## src/rtl/imem_loader.sv

```systemverilog
// imem_loader: loads a framed program image from a byte stream into
// instruction memory. The core is held in reset for the whole load. It is
// released only after the checksum byte matches.
// Frame layout: COUNT_LO, COUNT_HI, 4*N little-endian payload bytes, CHK.
// CHK is the XOR of the payload bytes.
module imem_loader #(
    parameter int ADDR_WIDTH = 8
) (
    input  logic                  clk,
    input  logic                  reset,
    input  logic                  start,
    input  logic                  byte_valid,
    input  logic [7:0]            byte_data,
    output logic                  byte_ready,
    output logic                  imem_we,
    output logic [ADDR_WIDTH-1:0] imem_addr,
    output logic [31:0]           imem_wdata,
    output logic                  core_hold,
    output logic                  done,
    output logic                  error
);

    typedef enum logic [2:0] {
        S_IDLE,
        S_HDR_LO,
        S_HDR_HI,
        S_DATA,
        S_CHK,
        S_DONE,
        S_ERR
    } state_t;

    // Largest legal word count: the header may fill memory exactly.
    localparam logic [16:0] MAX_WORDS = 17'd1 << ADDR_WIDTH;

    state_t              state_reg;
    state_t              state_next;
    logic [15:0]         count_reg;
    logic [ADDR_WIDTH:0] word_cnt_reg;
    logic [1:0]          lane_reg;
    logic [7:0]          xor_reg;
    logic [7:0]          lane_bytes [0:2];

    logic        accept;
    logic        start_load;
    logic        word_fire;
    logic        last_word;
    logic [15:0] hdr_count;

    assign accept     = byte_valid && byte_ready;
    assign start_load = start && (state_reg == S_IDLE || state_reg == S_DONE ||
                                  state_reg == S_ERR);
    assign hdr_count  = {byte_data, count_reg[7:0]};
    assign word_fire  = accept && (state_reg == S_DATA) && (lane_reg == 2'd3);
    // The word being written now is the final one of the image.
    assign last_word  = ({{(16-ADDR_WIDTH){1'b0}}, word_cnt_reg} + 17'd1) ==
                        {1'b0, count_reg};

    // byte_ready is decoded straight from the state so the source sees it
    // in the first cycle of each byte-consuming state.
    always_comb begin
        byte_ready = (state_reg == S_HDR_LO) || (state_reg == S_HDR_HI) ||
                     (state_reg == S_DATA)   || (state_reg == S_CHK);
    end

    // State register.
    always_ff @(posedge clk or negedge reset) begin
        if (!reset) begin
            state_reg <= S_IDLE;
        end else begin
            state_reg <= state_next;
        end
    end

    // Next-state decode for the frame parser.
    always_comb begin
        state_next = state_reg;
        case (state_reg)
            S_IDLE, S_DONE, S_ERR: begin
                if (start) begin
                    state_next = S_HDR_LO;
                end
            end
            S_HDR_LO: begin
                if (accept) begin
                    state_next = S_HDR_HI;
                end
            end
            S_HDR_HI: begin
                if (accept) begin
                    if ({1'b0, hdr_count} > MAX_WORDS) begin
                        state_next = S_ERR;
                    end else if (hdr_count == 16'd0) begin
                        state_next = S_CHK;
                    end else begin
                        state_next = S_DATA;
                    end
                end
            end
            S_DATA: begin
                if (word_fire && last_word) begin
                    state_next = S_CHK;
                end
            end
            S_CHK: begin
                if (accept) begin
                    state_next = (byte_data == xor_reg) ? S_DONE : S_ERR;
                end
            end
            default: state_next = S_IDLE;
        endcase
    end

    // Header count, word counter, lane counter and running checksum.
    always_ff @(posedge clk or negedge reset) begin
        if (!reset) begin
            count_reg    <= '0;
            word_cnt_reg <= '0;
            lane_reg     <= '0;
            xor_reg      <= '0;
        end else begin
            if (start_load) begin
                word_cnt_reg <= '0;
                lane_reg     <= '0;
                xor_reg      <= '0;
            end
            if (accept && state_reg == S_HDR_LO) begin
                count_reg[7:0] <= byte_data;
            end
            if (accept && state_reg == S_HDR_HI) begin
                count_reg[15:8] <= byte_data;
            end
            if (accept && state_reg == S_DATA) begin
                lane_reg <= lane_reg + 2'd1;
                xor_reg  <= xor_reg ^ byte_data;
            end
            if (word_fire) begin
                word_cnt_reg <= word_cnt_reg + 1'b1;
            end
        end
    end

    // Capture the three lower byte lanes. The top lane comes straight
    // from byte_data when the word is written.
    generate
        for (genvar gi = 0; gi < 3; gi++) begin : g_lane
            // Latch this lane's byte when it arrives.
            always_ff @(posedge clk or negedge reset) begin
                if (!reset) begin
                    lane_bytes[gi] <= '0;
                end else if (accept && state_reg == S_DATA &&
                             lane_reg == 2'(gi)) begin
                    lane_bytes[gi] <= byte_data;
                end
            end
        end
    endgenerate

    // Registered memory write port. Address and data hold until the next write.
    always_ff @(posedge clk or negedge reset) begin
        if (!reset) begin
            imem_we    <= 1'b0;
            imem_addr  <= '0;
            imem_wdata <= '0;
        end else begin
            imem_we <= word_fire;
            if (word_fire) begin
                imem_addr  <= word_cnt_reg[ADDR_WIDTH-1:0];
                imem_wdata <= {byte_data, lane_bytes[2], lane_bytes[1], lane_bytes[0]};
            end
        end
    end

    // Status outputs follow the state being entered, so they update one
    // cycle after the deciding byte or start.
    always_ff @(posedge clk or negedge reset) begin
        if (!reset) begin
            core_hold <= 1'b1;
            done      <= 1'b0;
            error     <= 1'b0;
        end else begin
            core_hold <= (state_next != S_DONE);
            done      <= (state_next == S_DONE);
            error     <= (state_next == S_ERR);
        end
    end

endmodule

```

## config.mk

```make
export PLATFORM = sky130hd
export DESIGN_NAME = imem_loader
export DESIGN_NICKNAME = d
export VERILOG_FILES = /design/src/rtl/imem_loader.sv
export SDC_FILE = /design/constraint.sdc
export NUM_CORES = 1
export LEC_CHECK = 0
export ABC_CLOCK_PERIOD_IN_PS = 3000
export CAP_MARGIN = 10
export CORE_ASPECT_RATIO = 0.9
export CORE_MARGIN = 2
export CORE_UTILIZATION = 25
export DETAILED_ROUTE_END_ITERATION = 6
export GPL_TIMING_DRIVEN = 0
export PLACE_DENSITY = 0.39
export SYNTH_ARGS = -nofsm -noshare
export SYNTH_HDL_FRONTEND = slang
export SYNTH_SLANG_ARGS = --single-unit
export TNS_END_PERCENT = 5
```

## constraint.sdc

```tcl
create_clock -name clk -period 3 [get_ports clk]
set_clock_uncertainty 0.15 [all_clocks]
set_input_delay 0.3 -clock clk [delete_from_list [all_inputs] [get_ports clk]]
set_output_delay 0.3 -clock clk [all_outputs]
set_load 0.05 [all_outputs]
```

==> impl_metrics.yaml <==
sta:
  worst_slew_pin_slew_ns: 0.774
  relSlewSlack_pct: 48.0
  finalHoldViolations: 0
  maxSlewViolCount: 0
  fin_hold_ws_ns: 0.189
  timing.final.crit_share_pct: 82.4
  max_freq_mhz: 405
  grt_setup_unrepaired: "false"
  setup_violations: 0
  finalCriticalPeriod_ns: 2.47
placement:
  numPortBuffers: 49
  dp_cells: 752
  hpwl_um: 7970
  gp_congestion: 0.801
critical_path:
  required_ns: 2.55
  cp_max_fo: 10
  start_kind: "register"
  criticalPathCategory: "register to output pin"
  arrival_ns: 2.02
  cp-end-kind: "output pin"
detailed_routing:
  viasPerCell: 4.41
  routed_wl_um: 11900
  wl_per_cell_um: 15.5
  post-route-drc-count: 0
  num_vias: 3385
  antenna_left: 0
  first_pass_iters: 4
  first_iter_violations: 157
run:
  cap_violations: 0
grt:
  grt_use_total_pct: 12.5
  grt_pass1_wl_um: 19200
  grt_overflow_total: 0
  antenna_found_initial: 0
  grt_pass1_vias: 3381
  grt_max_degree: 69
die:
  dieWidth_um: 151
  fp.dieH_um: 136
  die_area_um2: 20500
  initial_core_util_pct: 25.4
  io_pins: 57
  rows: 48
  core_area_um2: 19000
yosys:
  synthAdderAreaFrac_pct: 1.29
  yosys.area.top_type: "dfrtp_1"
  synth_ff_type: "dfrtp_1"
  synth.area.mux_share_pct: 13.2
  synth_edf_count: 0
  synth.avg_cell_area_um2: 10.7
  ys_warn_count: 0
  synthesis.nets: 469
  syn_area_um2: 4830
  synth_cells: 452
  yosys-top-cells-area: "dfrtp_1 (54%), mux2_2 (13%), nand2_1 (8.5%), xnor2_1 (3.8%), o21ai_0 (3.1%)"
  synth-simple-area-share_pct: 16.0
  synth-seq-cells: 106
  synth_top_family_by_area: "simple AND/OR/NAND/NOR gates"
  synth_compound_area_share_pct: 6.99
  synth.distinct_cells: 47
  synth_xor_area_share_pct: 3.99
  synth-async-reset-ratio_pct: 100
  synth_top_area_share_pct: 54.4
  yosysSeqAreaShare_pct: 54.9
clock_tree:
  cts_buffers: 9
  postCtsHoldBufs: 1
  ctsResizeCount: 0
  root_buffer: "clkbuf_16"
  clkLatencyLatePin_ns: 0.34
  cts_sinks: 106
  post_cts.repair.setup_buffers: 0
  cts_tree: "built"
  clkTransAtPathRegs_ns: 0.07
  clock_path_buffers: 2
  h-tree-depth: 3
power:
  intPower_uw: 3610
  finalPower_uw: 6040
  ir_drop_mv: 0.291
  p_switching_uw: 2440
  p_per_area_nw_per_um2: 1020
  comb_power_share_pct: 42.4
  pwr-share-seq_pct: 38.9
  p_leak_uw: 0.00262
  power_frac_clock_pct: 18.8
  switching_share_pct: 40.3
finish:
  fin_cells: 768
  final_common_cell: "nand2_1"
  utilization_pct: 31.2
  area_growth_pct: 23.1
  final_cell_mix: "nand2_1 (110), dfrtp_1 (105), mux2_2 (55)"
  nets: 531
  largest_reg_flops: 32
  diodes: 0
  layout-drive-gt1-share_pct: 20.5
hold_path:
  hold_class: "primary input to register"
outcome:
  outcome: "finished, final reports clean"
## final timing paths
kind,from,to,slack [ns],depth (start not counted)
setup reg to reg,state_reg[0],word_cnt_reg[5],0.53,9
hold reg to reg,lane_bytes[9],imem_wdata[9],0.32,2
min in group asynchronous,reset,imem_wdata[23],0.32,2
hold / removal,byte_data[7],xor_reg[7],0.19,3
setup / recovery,state_reg[1],byte_ready,0.53,4
max in group asynchronous,reset,count_reg[2],1.62,3
## final cells by class
class,instances,area [um^2]
clock inverter,5,38.8
fill,1973,13100
multi-input combinational,309,2000
buffer,27,136
inverter,10,37.5
tap,250,313
clock buffer,10,239
timing repair buffer,51,526
sequential,106,2650
## power groups by stage
stage	logic, uW	registers [uW]	clock network (uW)
2_1_floorplan	1130	3020	0
3_3_place_gp	2560	2360	0
3_5_place_dp	2580	2380	0
4_1_cts	2590	2360	1180
5_1_grt	2760	2430	1240
6_report	2560	2350	1130
## cell usage after synthesis (5+ instances only)
cell / number
o21ai_1: 5
ha_1: 5
nand2_1: 110
inv_1: 9
nor2_1: 18
xnor2_1: 21
buf_2: 21
dfrtp_1: 105
mux2_2: 55
o31ai_1: 5
a21oi_1: 6
o21ai_0: 30
nor4_1: 6
## metrics by stage
step / worst slack [ns] / setup TNS [ns] / area [um^2]
floorplan: 1.05 / 0 / 4830
global placement: -2.81 / -295.80 / 5640
detailed placement: 0.124 / 0 / 5660
CTS: 0.446 / 0 / 5950
global route: 0.242 / 0 / 5950
finish: 0.529 / 0 / 5950
## cell families (layout without fill, tap and decap cells)
kind of cell | Yosys count | after routing
AOI/OAI and AO/OA | 58 | 58
xor gates and xnor gates | 22 | 22
adders and majority gates | 5 | 5
buffers and inverters | 37 | 103
DFF | 106 | 106
muxes | 57 | 57
and+or+nand+nor | 167 | 167
## worst max-delay path, cell delays in order (launching register included)
cell	delay (ns)
dfrtp_1	0.38
buf_2	0.18
nor2_1	0.15
xnor2_1	0.14
clkdlybuf4s50_1	0.83
## routing by layer
metal  part of all wire (%)  routed length [um]  vias up  GRT usage, %
li1                       -                   -     1658             -
met1                     49                5820     1671          17.5
met2                     47                5590       44          19.3
met3                    3.0                 356       12          3.22
met4                    1.2                 140        0          3.14
met5                      0                   0        -             0
(Power assumes the default switching activity.)
